`config.mk`:
```
export PLATFORM = sky130hd
export DESIGN_NAME = ex_stage
export DESIGN_NICKNAME = d
export VERILOG_FILES = /design/src/rtl/ex_stage_pkg.sv /design/src/rtl/ex_stage_div_iter.sv /design/src/rtl/ex_stage.sv
export SDC_FILE = /design/constraint.sdc
export NUM_CORES = 1
export LEC_CHECK = 0
export BUFFER_PORTS_ARGS = -buffer_cell sky130_fd_sc_hd__clkbuf_2
export CAP_MARGIN = 20
export CORE_MARGIN = 3
export CORE_UTILIZATION = 58
export DETAILED_ROUTE_END_ITERATION = 6
export GPL_TIMING_DRIVEN = 0
export PLACE_DENSITY = 0.8
export REMOVE_ABC_BUFFERS = 1
export SETUP_SLACK_MARGIN = 0.5
export SYNTH_ARGS = -nofsm -noshare
export SYNTH_HDL_FRONTEND = slang
export SYNTH_HIERARCHICAL = 1
export SYNTH_SLANG_ARGS = --single-unit
```
`constraint.sdc`:
```
create_clock -name clk -period 4.26 [get_ports clk]
set_input_delay 0.426 -clock clk [delete_from_list [all_inputs] [get_ports clk]]
set_output_delay 0.426 -clock clk [all_outputs]
set_load 0.01 [all_outputs]
```
`src/rtl/ex_stage_pkg.sv`:
```
`default_nettype none
// ============================================================================
// Module   : ex_stage_pkg
// Purpose  : Shared operation encodings and widths for the execute stage,
//            plus the divider state encoding.
// Ports    : none (package)
// Revision : 1.0  initial release
// ============================================================================
package ex_stage_pkg;

    localparam int ALUSelWidth  = 3;
    localparam int ALUOpWidth   = 8;
    localparam int RegWidth     = 32;
    localparam int RegAddrWidth = 5;

    // Operation classes
    localparam logic [ALUSelWidth-1:0] ALU_SEL_NOP   = 3'd0;
    localparam logic [ALUSelWidth-1:0] ALU_SEL_LOGIC = 3'd1;
    localparam logic [ALUSelWidth-1:0] ALU_SEL_SHIFT = 3'd2;
    localparam logic [ALUSelWidth-1:0] ALU_SEL_ARITH = 3'd3;
    localparam logic [ALUSelWidth-1:0] ALU_SEL_DIV   = 3'd4;
    localparam logic [ALUSelWidth-1:0] ALU_SEL_MUL   = 3'd5;

    // Operation codes
    localparam logic [ALUOpWidth-1:0] ALU_NOP   = 8'h00;
    localparam logic [ALUOpWidth-1:0] ALU_AND   = 8'h01;
    localparam logic [ALUOpWidth-1:0] ALU_OR    = 8'h02;
    localparam logic [ALUOpWidth-1:0] ALU_XOR   = 8'h03;
    localparam logic [ALUOpWidth-1:0] ALU_NOR   = 8'h04;
    localparam logic [ALUOpWidth-1:0] ALU_SLL   = 8'h05;
    localparam logic [ALUOpWidth-1:0] ALU_SRL   = 8'h06;
    localparam logic [ALUOpWidth-1:0] ALU_SRA   = 8'h07;
    localparam logic [ALUOpWidth-1:0] ALU_ADD   = 8'h08;
    localparam logic [ALUOpWidth-1:0] ALU_SUB   = 8'h09;
    localparam logic [ALUOpWidth-1:0] ALU_SLT   = 8'h0A;
    localparam logic [ALUOpWidth-1:0] ALU_SLTU  = 8'h0B;
    localparam logic [ALUOpWidth-1:0] ALU_DIV   = 8'h0C;
    localparam logic [ALUOpWidth-1:0] ALU_DIVU  = 8'h0D;
    localparam logic [ALUOpWidth-1:0] ALU_MOD   = 8'h0E;
    localparam logic [ALUOpWidth-1:0] ALU_MODU  = 8'h0F;
    localparam logic [ALUOpWidth-1:0] ALU_MUL   = 8'h10;
    localparam logic [ALUOpWidth-1:0] ALU_MULH  = 8'h11;
    localparam logic [ALUOpWidth-1:0] ALU_MULHU = 8'h12;

    // Iterative divider states
    typedef enum logic [1:0] {
        DIV_IDLE = 2'd0,
        DIV_BUSY = 2'd1,
        DIV_DONE = 2'd2
    } div_state_e;

endpackage
`default_nettype wire

```
`src/rtl/ex_stage_div_iter.sv`:
```
`default_nettype none
// ============================================================================
// Module   : ex_stage_div_iter  (the div_iter sub-module of ex_stage)
// Purpose  : Radix-2 restoring divider, one quotient bit per cycle, with
//            sign correction of quotient and remainder.
// Ports    : clk, rst (async, active-low)
//            start_i       divide op present in EX
//            signed_op_i   treat operands as two's complement
//            a_i, b_i      dividend, divisor
//            pause_hold_i  keep the result in DONE
//            abort_i       non-divide op in EX (flush)
//            busy_o, done_o, quotient_o, remainder_o
// Revision : 1.0  initial release
// ============================================================================
module ex_stage_div_iter
    import ex_stage_pkg::*;
#(
    parameter int DIV_CYCLES = 32
) (
    input  logic                clk,
    input  logic                rst,
    input  logic                start_i,
    input  logic                signed_op_i,
    input  logic [RegWidth-1:0] a_i,
    input  logic [RegWidth-1:0] b_i,
    input  logic                pause_hold_i,
    input  logic                abort_i,
    output logic                busy_o,
    output logic                done_o,
    output logic [RegWidth-1:0] quotient_o,
    output logic [RegWidth-1:0] remainder_o
);

    localparam int                CNT_W    = $clog2(DIV_CYCLES);
    localparam logic [CNT_W-1:0]  CNT_LAST = CNT_W'(DIV_CYCLES - 1);

    div_state_e          state_q, state_d;
    logic [CNT_W-1:0]    cnt_q, cnt_d;
    logic [RegWidth-1:0] quo_q, quo_d;   // dividend shifts out, quotient shifts in
    logic [RegWidth-1:0] rem_q, rem_d;
    logic [RegWidth-1:0] dvs_q, dvs_d;
    logic                qneg_q, qneg_d;
    logic                rneg_q, rneg_d;

    logic                w_a_neg, w_b_neg;
    logic [RegWidth-1:0] w_a_mag, w_b_mag;
    logic [RegWidth:0]   w_shift, w_diff;
    logic                w_fits;

    assign w_a_neg = signed_op_i & a_i[RegWidth-1];
    assign w_b_neg = signed_op_i & b_i[RegWidth-1];
    assign w_a_mag = w_a_neg ? (RegWidth'(0) - a_i) : a_i;
    assign w_b_mag = w_b_neg ? (RegWidth'(0) - b_i) : b_i;

    // Trial subtraction on the partial remainder extended by the next dividend bit
    assign w_shift = {rem_q, quo_q[RegWidth-1]};
    assign w_diff  = w_shift - {1'b0, dvs_q};
    assign w_fits  = ~w_diff[RegWidth];

    always_comb begin
        state_d = state_q;
        cnt_d   = cnt_q;
        quo_d   = quo_q;
        rem_d   = rem_q;
        dvs_d   = dvs_q;
        qneg_d  = qneg_q;
        rneg_d  = rneg_q;
        case (state_q)
            DIV_IDLE: begin
                if (start_i) begin
                    cnt_d = '0;
                    if (b_i == '0) begin
                        // Divide by zero: all-ones quotient, raw dividend as remainder
                        quo_d   = '1;
                        rem_d   = a_i;
                        dvs_d   = '0;
                        qneg_d  = 1'b0;
                        rneg_d  = 1'b0;
                        state_d = DIV_DONE;
                    end else begin
                        quo_d   = w_a_mag;
                        rem_d   = '0;
                        dvs_d   = w_b_mag;
                        qneg_d  = w_a_neg ^ w_b_neg;
                        rneg_d  = w_a_neg;
                        state_d = DIV_BUSY;
                    end
                end
            end
            DIV_BUSY: begin
                if (abort_i) begin
                    cnt_d   = '0;
                    state_d = DIV_IDLE;
                end else begin
                    rem_d = w_fits ? w_diff[RegWidth-1:0] : w_shift[RegWidth-1:0];
                    quo_d = {quo_q[RegWidth-2:0], w_fits};
                    if (cnt_q == CNT_LAST) begin
                        cnt_d   = '0;
                        state_d = DIV_DONE;
                    end else begin
                        cnt_d = cnt_q + 1'b1;
                    end
                end
            end
            DIV_DONE: begin
                if (!pause_hold_i) begin
                    state_d = DIV_IDLE;
                end
            end
            default: state_d = DIV_IDLE;
        endcase
    end

    always_ff @(posedge clk or negedge rst) begin
        if (!rst) begin
            state_q <= DIV_IDLE;
            cnt_q   <= '0;
            quo_q   <= '0;
            rem_q   <= '0;
            dvs_q   <= '0;
            qneg_q  <= 1'b0;
            rneg_q  <= 1'b0;
        end else begin
            state_q <= state_d;
            cnt_q   <= cnt_d;
            quo_q   <= quo_d;
            rem_q   <= rem_d;
            dvs_q   <= dvs_d;
            qneg_q  <= qneg_d;
            rneg_q  <= rneg_d;
        end
    end

    assign busy_o      = (state_q == DIV_BUSY);
    assign done_o      = (state_q == DIV_DONE);
    assign quotient_o  = qneg_q ? (RegWidth'(0) - quo_q) : quo_q;
    assign remainder_o = rneg_q ? (RegWidth'(0) - rem_q) : rem_q;

endmodule
`default_nettype wire

```
`src/rtl/ex_stage.sv`:
```
`default_nettype none
// ============================================================================
// Module   : ex_stage
// Purpose  : Execute stage: combinational ALU (logic/shift/arith), iterative
//            divider with pipeline pause request, optional multiplier.
// Config   : EX_MUL_EN - when defined, compiles in the single-cycle Mul class;
//            otherwise Mul ops return 0.
// Ports    : clk, rst (async, active-low), pause[5:0] (bit 3 = EX/MEM hold)
//            ex_alusel, ex_aluop, ex_reg1, ex_reg2, ex_reg_write_addr/en
//            mem_reg_write_data/addr/en, pause_request
// Revision : 1.0  initial release
// ============================================================================
module ex_stage
    import ex_stage_pkg::*;
#(
    parameter int DIV_CYCLES = 32
) (
    input  logic                    clk,
    input  logic                    rst,
    input  logic [5:0]              pause,
    input  logic [ALUSelWidth-1:0]  ex_alusel,
    input  logic [ALUOpWidth-1:0]   ex_aluop,
    input  logic [RegWidth-1:0]     ex_reg1,
    input  logic [RegWidth-1:0]     ex_reg2,
    input  logic [RegAddrWidth-1:0] ex_reg_write_addr,
    input  logic                    ex_reg_write_en,
    output logic [RegWidth-1:0]     mem_reg_write_data,
    output logic [RegAddrWidth-1:0] mem_reg_write_addr,
    output logic                    mem_reg_write_en,
    output logic                    pause_request
);

    logic                w_div_op, w_div_signed, w_div_rem;
    logic                w_div_busy, w_div_done;
    logic [RegWidth-1:0] w_quotient, w_remainder;
    logic [4:0]          w_shamt;
    logic [RegWidth-1:0] w_sra;
    logic                w_slt, w_sltu;
    logic [RegWidth-1:0] w_result;
    logic                w_pause_unused;

    // Only the EX/MEM hold bit matters to this stage
    assign w_pause_unused = ^{pause[5:4], pause[2:0], w_div_busy};

    always_comb begin
        w_div_op     = 1'b0;
        w_div_signed = 1'b0;
        w_div_rem    = 1'b0;
        if (ex_alusel == ALU_SEL_DIV) begin
            case (ex_aluop)
                ALU_DIV:  begin w_div_op = 1'b1; w_div_signed = 1'b1; end
                ALU_MOD:  begin w_div_op = 1'b1; w_div_signed = 1'b1; w_div_rem = 1'b1; end
                ALU_DIVU: begin w_div_op = 1'b1; end
                ALU_MODU: begin w_div_op = 1'b1; w_div_rem = 1'b1; end
                default:  ;
            endcase
        end
    end

    ex_stage_div_iter #(
        .DIV_CYCLES (DIV_CYCLES)
    ) u_div (
        .clk          (clk),
        .rst          (rst),
        .start_i      (w_div_op),
        .signed_op_i  (w_div_signed),
        .a_i          (ex_reg1),
        .b_i          (ex_reg2),
        .pause_hold_i (pause[3]),
        .abort_i      (~w_div_op),
        .busy_o       (w_div_busy),
        .done_o       (w_div_done),
        .quotient_o   (w_quotient),
        .remainder_o  (w_remainder)
    );

    assign pause_request = w_div_op & ~w_div_done;

    assign w_shamt = ex_reg2[4:0];
    assign w_sra   = $signed(ex_reg1) >>> w_shamt;
    assign w_slt   = $signed(ex_reg1) < $signed(ex_reg2);
    assign w_sltu  = ex_reg1 < ex_reg2;

`ifdef EX_MUL_EN
    logic [2*RegWidth-1:0] w_mul_s;
    logic [RegWidth-1:0]   w_mulhu;
    // Sign-extended operands give the signed product in the low 64 bits
    assign w_mul_s = {{RegWidth{ex_reg1[RegWidth-1]}}, ex_reg1}
                   * {{RegWidth{ex_reg2[RegWidth-1]}}, ex_reg2};
    assign w_mulhu = RegWidth'(({{RegWidth{1'b0}}, ex_reg1}
                   * {{RegWidth{1'b0}}, ex_reg2}) >> RegWidth);
`endif

    always_comb begin
        w_result = '0;
        case (ex_alusel)
            ALU_SEL_LOGIC: begin
                case (ex_aluop)
                    ALU_AND: w_result = ex_reg1 & ex_reg2;
                    ALU_OR:  w_result = ex_reg1 | ex_reg2;
                    ALU_XOR: w_result = ex_reg1 ^ ex_reg2;
                    ALU_NOR: w_result = ~(ex_reg1 | ex_reg2);
                    default: w_result = '0;
                endcase
            end
            ALU_SEL_SHIFT: begin
                case (ex_aluop)
                    ALU_SLL: w_result = ex_reg1 << w_shamt;
                    ALU_SRL: w_result = ex_reg1 >> w_shamt;
                    ALU_SRA: w_result = w_sra;
                    default: w_result = '0;
                endcase
            end
            ALU_SEL_ARITH: begin
                case (ex_aluop)
                    ALU_ADD:  w_result = ex_reg1 + ex_reg2;
                    ALU_SUB:  w_result = ex_reg1 - ex_reg2;
                    ALU_SLT:  w_result = {{(RegWidth-1){1'b0}}, w_slt};
                    ALU_SLTU: w_result = {{(RegWidth-1){1'b0}}, w_sltu};
                    default:  w_result = '0;
                endcase
            end
            ALU_SEL_DIV: begin
                if (w_div_op) begin
                    w_result = w_div_rem ? w_remainder : w_quotient;
                end
            end
`ifdef EX_MUL_EN
            ALU_SEL_MUL: begin
                case (ex_aluop)
                    ALU_MUL:   w_result = w_mul_s[RegWidth-1:0];
                    ALU_MULH:  w_result = w_mul_s[2*RegWidth-1:RegWidth];
                    ALU_MULHU: w_result = w_mulhu;
                    default:   w_result = '0;
                endcase
            end
`else
            ALU_SEL_MUL: w_result = '0;
`endif
            default: w_result = '0;
        endcase
    end

    assign mem_reg_write_data = w_result;
    assign mem_reg_write_addr = ex_reg_write_addr;
    assign mem_reg_write_en   = ex_reg_write_en;

endmodule
`default_nettype wire
```
==> results.sh, run 1 <==
export IMPL_ys_types=103
export IMPL_num_nets_final=2884
export IMPL_leakage_nw=9.08
export IMPL_rows=65
export IMPL_ant_nets=0
export IMPL_overflow=0
export IMPL_routed_wl_microns=82900
export IMPL_crit_top_cell="or4_4"
export IMPL_ys_flop_type="dfrtp_1"
export IMPL_syn2layout_area_growth_pct=15.2
export IMPL_finalWorstSetupSlack_ns=-1.09
export IMPL_clk_latency_ns=0.37
export IMPL_crit_family="simple AND/OR/NAND/NOR gates"
export IMPL_setup_worst_path_start_class="flop"
export IMPL_io_buffers=110
export IMPL_cts_clk_slew_worst_paths_ns=0.08
export IMPL_dr_pass1_iters=7
export IMPL_final_hold_violation_count=0
export IMPL_register_area_sq_mm=0.00263
export IMPL_vias=22600
export IMPL_fin_worst_skew_ns=0.0108
export IMPL_irDropWorstVdd_mv=0.228
export IMPL_ys_ff_latch=105
export IMPL_cp_end_kind="output pin"
export IMPL_place_hpwl_microns=57100
export IMPL_synth_adder_area_share=0.0960
export IMPL_rsz0062_at_grt="true"
export IMPL_cp_slowest_stage_delay_ns=0.50
export IMPL_avgViaCountPerCell=7.30
export IMPL_crit_buf_inv=2
export IMPL_crit_slowest_cell="or4_4"
export IMPL_yosys_area_share_simple=0.196
export IMPL_path_cells="or3_4 > or3_4 > or4_4 > or4_4 > or4_4 > or4_4 > buf_4 > o31ai_4 > xnor2_1 > mux2i_1 > nor2_2 > a221o_1 > a311oi_2 > o21ai_1 > buf_2"
export IMPL_die_area_sq_mm=0.0347
export IMPL_yosysSeqAreaShare=0.139
export IMPL_cts_root_buf="clkbuf_16"
export IMPL_grt_pass1_wl_microns=121000
export IMPL_synth_top_family_by_area="compound AO/OA/AOI/OAI gates"
export IMPL_antenna_found_initial=0
export IMPL_period_minus_slack_ns=5.35
export IMPL_violations="DRC, setup timing"
export IMPL_cts_tree="done"
export IMPL_cts_hold_buf=0
export IMPL_syn_inst=2636
export IMPL_rr_endpoint="u_div/rem_q[3]"
export IMPL_grt_pass1_vias=20000
export IMPL_die_x_microns=186
export IMPL_place_congestion=1.02
export IMPL_syn_cell_area_sq_mm=0.0189
export IMPL_finalSetupTns_ns=-5.63
export IMPL_crit_fanout=2
export IMPL_drive_above_1_share=0.177
export IMPL_async_reset_ff_frac=1.00
export IMPL_fmax_ghz=0.187
export IMPL_outcome="finished with violations"
export IMPL_max_cap_viol_count=0
export IMPL_p_total_w=0.00458
export IMPL_cp_arrival_ns=4.92
export IMPL_setup_violations=10
export IMPL_grt_use_total=0.438
export IMPL_post_drt_wl_per_cell_microns=26.8
export IMPL_multi_input_area_sq_mm=0.0158
export IMPL_synth_compound_area_share=0.313
export IMPL_synth_xor_area_frac=0.0710
export IMPL_rr_startpoint="u_div/quo_q[31]"
export IMPL_clock_sinks=105
export IMPL_slew_headroom=0.290
export IMPL_reg2reg_depth=14
export IMPL_yosysWarnings=6
export IMPL_fill_cells=2597
export IMPL_fin_crit_sh=1.25
export IMPL_power_density_mw_per_mm2=211
export IMPL_path_class="reg -> out"
export IMPL_synth_edf_count=0
export IMPL_num_antenna_cells=0
export IMPL_clk_path_buf_depth=2
export IMPL_drc=1
export IMPL_worstMarginPinSlew_ns=1.06
export IMPL_cts_buffers=9
export IMPL_htree_levels=3
export IMPL_drv_slew=0
export IMPL_min_path_type="in -> async"
export IMPL_initial_core_util=0.593
export IMPL_muxShareOfSynthArea=0.106
export IMPL_io_pins=128
export IMPL_drtIter0Drc=3535
export IMPL_die_y_microns=186
export IMPL_reg2reg_slack_ns=0.31
export IMPL_core_sq_mm=0.0318
export IMPL_grt_max_degree=106
export IMPL_worstPathRequired_ns=3.83
export IMPL_avgSynthCellArea_sq_um=7.16
[worst max-delay path by stage]
stage | cells after the start | endpoint | from | slack [ns]
finish | 15 | mem_reg_write_data[31] | u_div/quo_q[12] | -1.09
global route | 15 | mem_reg_write_data[31] | u_div/quo_q[12] | -1.17
CTS | 16 | mem_reg_write_data[29] | u_div/quo_q[12] | -0.97
detailed placement | 13 | mem_reg_write_data[31] | ex_reg2[3] | -1.76
global placement | 7 | u_div/rem_q[18] | u_div/state_q[1] | -3.95
floorplan | 13 | u_div/rem_q[17] | u_div/quo_q[31] | -0.99
[power by group]
part           switching (W)  internal (W)  total, W
Sequential         0.0000949       0.00105   0.00115
Clock               0.000415      0.000414  0.000830
Combinational        0.00157       0.00103   0.00260
[logic make-up (layout without fill, tap and decap cells)]
logic type	Yosys count	in the layout
xor gates and xnor gates	153	154
buffers and inverters	353	372
AOI/OAI and AO/OA	925	925
adders and majority gates	143	143
and+or+nand+nor	797	798
muxes	160	160
DFF	105	105
[cell usage after synthesis, types with 13 or more instances]
| master | count | share of area |
|---|---|---|
| ha_1 | 140 | 0.093 |
| dfrtp_1 | 105 | 0.14 |
| nor2b_1 | 17 | 0.0056 |
| xor2_1 | 40 | 0.019 |
| clkbuf_1 | 134 | 0.027 |
| nand3_1 | 76 | 0.020 |
| buf_2 | 20 | 0.0053 |
| a31oi_1 | 29 | 0.0096 |
| nor3_1 | 58 | 0.015 |
| a21oi_1 | 255 | 0.068 |
| or3_1 | 17 | 0.0056 |
| nand2_1 | 238 | 0.047 |
| xnor2_1 | 113 | 0.052 |
| o221ai_1 | 16 | 0.0074 |
| a221oi_1 | 47 | 0.022 |
| mux4_2 | 29 | 0.035 |
| buf_4 | 14 | 0.0056 |
| o31ai_1 | 40 | 0.016 |
| and3_1 | 20 | 0.0066 |
| mux2_2 | 28 | 0.017 |
| buf_1 | 20 | 0.0040 |
| o22ai_1 | 44 | 0.015 |
| o211ai_1 | 26 | 0.010 |
| o41ai_1 | 13 | 0.0060 |
| nand2b_1 | 22 | 0.0073 |
| nor4_1 | 17 | 0.0056 |
| mux2i_1 | 101 | 0.054 |
| nor2_1 | 251 | 0.050 |
| a21o_1 | 37 | 0.015 |
| o21ai_0 | 230 | 0.061 |
| a211oi_1 | 30 | 0.012 |
| o21ai_1 | 17 | 0.0045 |
| inv_1 | 151 | 0.030 |
| o21bai_1 | 18 | 0.0072 |
| a221o_1 | 17 | 0.0090 |
| or4_1 | 15 | 0.0060 |
[per-layer routing]
metal / global-route usage / wire (microns)
met1: 0.608 / 31700
met4: 0.208 / 5680
met5: 0 / 0
met2: 0.648 / 34400
met3: 0.0956 / 11100
[layout by cell type, fill, tap and decap left out, drive strengths merged, types with 12 or more instances in the layout]
cell,instances
a21oi,256
nor2,252
o21ai,248
nand2,239
inv,154
ha,140
clkbuf,115
xnor2,113
dfrtp,105
mux2i,101
buf,91
nand3,76
nor3,58
a221oi,48
o22ai,44
xor2,41
o31ai,41
a21o,37
a211oi,31
mux2,30
a31oi,30
mux4,29
o211ai,26
nand2b,24
and3,20
or3,20
o21bai,18
a221o,18
nor2b,18
nor4,18
or4,18
o221ai,16
o41ai,14
and2,13
nand4,12
o21a,12
[timing repair]
| item | 4_1_cts | 5_1_grt |
|---|---|---|
| pin swaps | 52 | 54 |
| setup buffers | 45 | 11 |
| gates resized for setup | 169 | 124 |
| setup endpoints to repair | 96 | 60 |
| cloned | 8 | 4 |
[sequential cells by signal, summed over array words and instances, names as in the netlist]
| name | cells |
|---|---|
| u_div/dvs_q | 32 |
| u_div/quo_q | 32 |
| u_div/rem_q | 32 |
| u_div/cnt_q | 5 |
| u_div/state_q | 2 |
| u_div/qneg_q | 1 |
| u_div/rneg_q | 1 |
[worst register-to-register path: stages, from the launching register on]
cell       delay (ns)
dfrtp_2          0.45
inv_4            0.07
ha_4             0.16
fa_2             0.42
nor2b_4          0.15
o2111ai_2        0.15
a311o_1          0.44
nand3b_1         0.16
o211ai_1         0.19
o311a_4          0.39
xor2_4           0.23
buf_6            0.19
clkbuf_16        0.15
or4_4            0.53
a31oi_4          0.17
[per-stage QoR]
stage	hold slack [ns]	instances	cell area [sq um]	utilization	setup slack [ns]
after floorplan	0.130	2440	18000	-	-0.988
after global placement	0.464	2985	19100	0.600	-3.95
after detailed placement	0.471	3006	19500	0.614	-1.76
after CTS	0.213	3075	21100	0.662	-0.965
after global routing	0.218	3092	21700	0.683	-1.17
final	0.149	3092	21700	0.683	-1.09
[layout make-up]
type                    instances  area share
inverters                     157      0.0301
repair inverters                1    0.000230
clock inverters                 6     0.00196
well taps                     435      0.0250
flip-flops and latches        105       0.121
clock buffers                  10      0.0110
repair buffers                198      0.0826
multi-input cells            2180       0.728
(Power assumes the default switching activity.)
==> inputs of run 2 (changes only) <==
Settings changed: RECOVER_POWER set to 100.
==> run 2 against run 1 <==
Net effect: the flow finishes with violations (DRC, capacitance limit, slew limit, setup timing); non-clock buffer count stayed put; cell count did not move; first-iteration DRC count fell by 3.5%; global-route usage stayed put; sequential cell count is the same; maximum frequency about the same; setup slack improved by 0.0043 ns; count of clock-buffer cells in the layout is the same.
==> results.sh, run 2 (synthesis gave the netlist of run 1 again) <==
export IMPL_path_cells="or3_4 > or3_4 > or4_4 > or4_4 > or4_4 > or4_4 > buf_4 > o31ai_4 > xnor2_1 > mux2i_1 > nor2_2 > a221o_1 > a311oi_2 > o21ai_1 > buf_2"
export IMPL_setup_worst_path_start_class="flop"
export IMPL_max_cap_viol_count=1
export IMPL_cp_end_kind="output pin"
export IMPL_path_class="reg -> out"
export IMPL_crit_buf_inv=2
export IMPL_setup_violations=22
export IMPL_dp_cells=3006
export IMPL_irDropWorstVdd_mv=0.227
export IMPL_violations="DRC, capacitance limit, slew limit, setup timing"
export IMPL_fmax_ghz=0.187
export IMPL_finalWorstSetupSlack_ns=-1.08
export IMPL_rows=65
export IMPL_die_y_microns=186
export IMPL_hold_ws_ns=0.270
export IMPL_num_antenna_cells=0
export IMPL_outcome="finished with violations"
export IMPL_drtIter0Drc=3411
export IMPL_multi_input_area_sq_mm=0.0158
export IMPL_htree_levels=3
export IMPL_avgViaCountPerCell=7.29
export IMPL_clk_latency_ns=0.37
export IMPL_die_area_sq_mm=0.0347
export IMPL_crit_top_cell="or4_4"
export IMPL_routed_wl_microns=82900
export IMPL_reg_top3="u_div/dvs_q (32), u_div/quo_q (32), u_div/rem_q (32)"
export IMPL_power_density_mw_per_mm2=211
export IMPL_crit_family="simple AND/OR/NAND/NOR gates"
export IMPL_ant_nets=0
export IMPL_p_total_w=0.00455
export IMPL_grt_max_degree=106
export IMPL_post_drt_wl_per_cell_microns=26.8
export IMPL_place_congestion=1.02
export IMPL_cp_slowest_stage_delay_ns=0.50
export IMPL_period_minus_slack_ns=5.34
export IMPL_crit_fanout=2
export IMPL_antenna_found_initial=0
export IMPL_worstMarginPinSlew_ns=2.82
export IMPL_core_sq_mm=0.0318
export IMPL_vias=22600
export IMPL_register_area_sq_mm=0.00263
export IMPL_grt_pass1_wl_microns=121000
export IMPL_io_pins=128
export IMPL_design_area_sq_mm=0.0216
export IMPL_cts_clk_slew_worst_paths_ns=0.08
export IMPL_placed_area_sq_mm=0.0195
export IMPL_reg2reg_slack_ns=-0.09
export IMPL_overflow=0
export IMPL_drv_slew=106
export IMPL_grt_pass1_vias=20000
export IMPL_fin_worst_skew_ns=0.0110
export IMPL_rsz0062_at_grt="true"
export IMPL_num_nets_final=2884
export IMPL_io_buffers=110
export IMPL_final_cell_mix="a21oi_1 (247), nor2_1 (238), nand2_1 (231)"
export IMPL_dr_pass1_iters=7
export IMPL_worstPathRequired_ns=3.83
export IMPL_clk_path_buf_depth=2
export IMPL_final_util=0.680
export IMPL_final_hold_violation_count=0
export IMPL_initial_core_util=0.593
export IMPL_fin_cells=3092
export IMPL_clock_sinks=105
export IMPL_slew_headroom=-0.880
export IMPL_die_x_microns=186
export IMPL_leakage_nw=9.00
export IMPL_cts_buffers=9
export IMPL_fin_crit_sh=1.25
export IMPL_grt_use_total=0.438
export IMPL_cts_tree="done"
export IMPL_cts_root_buf="clkbuf_16"
export IMPL_place_hpwl_microns=57100
export IMPL_cp_arrival_ns=4.92
export IMPL_drive_above_1_share=0.169
export IMPL_crit_slowest_cell="or4_4"
export IMPL_final_common_cell="a21oi_1"
export IMPL_syn2layout_area_growth_pct=14.5
export IMPL_drc=4
export IMPL_fill_cells=2624
export IMPL_min_path_type="in -> reg"
## run 2: cell count changes in the layout (fill, tap and decap cells not counted), sizes merged
cell	delta
clkbuf	+5
buf	-5
## run 2: repair_timing
| action | in CTS | in global routing |
|---|---|---|
| endpoints found under the setup margin | 96 | 60 |
| resized for setup | 169 | 124 |
| setup buffers | 45 | 11 |
| hold buffers | 0 | 0 |
| gates cloned | 8 | 4 |
| pin swaps | 52 | 54 |
## run 2: power breakdown
part | total, W | internal (W) | switching [W]
Clock | 0.000829 | 0.000415 | 0.000415
Sequential | 0.00115 | 0.00105 | 0.0000935
Combinational | 0.00258 | 0.00101 | 0.00157
## run 2: layout make-up
cell class / instances / area share
Clock buffer: 10 / 0.0111
Clock inverter: 6 / 0.00197
Inverter: 157 / 0.0303
Multi-Input combinational cell: 2180 / 0.730
Sequential cell: 105 / 0.122
Tap cell: 435 / 0.0252
Timing Repair Buffer: 198 / 0.0798
Timing Repair inverter: 1 / 0.000232
## run 2: through the flow
step | setup WS (ns) | setup TNS (ns)
6_report | -1.08 | -6.86
5_1_grt | -1.17 | -9.72
4_1_cts | -0.965 | -5.40
3_5_place_dp | -1.76 | -30.03
3_3_place_gp | -3.95 | -307.87
2_1_floorplan | -0.988 | -46.53
## run 2: worst paths after layout
path	startpoint	to	cells past startpoint
worst max register to register	u_div/quo_q[31]	u_div/rem_q[11]	15
worst max-delay path	u_div/quo_q[12]	mem_reg_write_data[31]	15
worst min-delay path	pause[3]	u_div/state_q[1]	2
max in group asynchronous	rst	u_div/rem_q[0]	1
min in group asynchronous	rst	u_div/dvs_q[25]	1
worst min register to register	u_div/dvs_q[28]	u_div/dvs_q[28]	2
## run 2: per-layer routing
layer,GRT usage,vias up,part of all wire
li1,-,9681,-
met1,0.608,10600,0.38
met2,0.648,1900,0.42
met3,0.0956,364,0.13
met5,0,-,0
met4,0.208,0,0.067
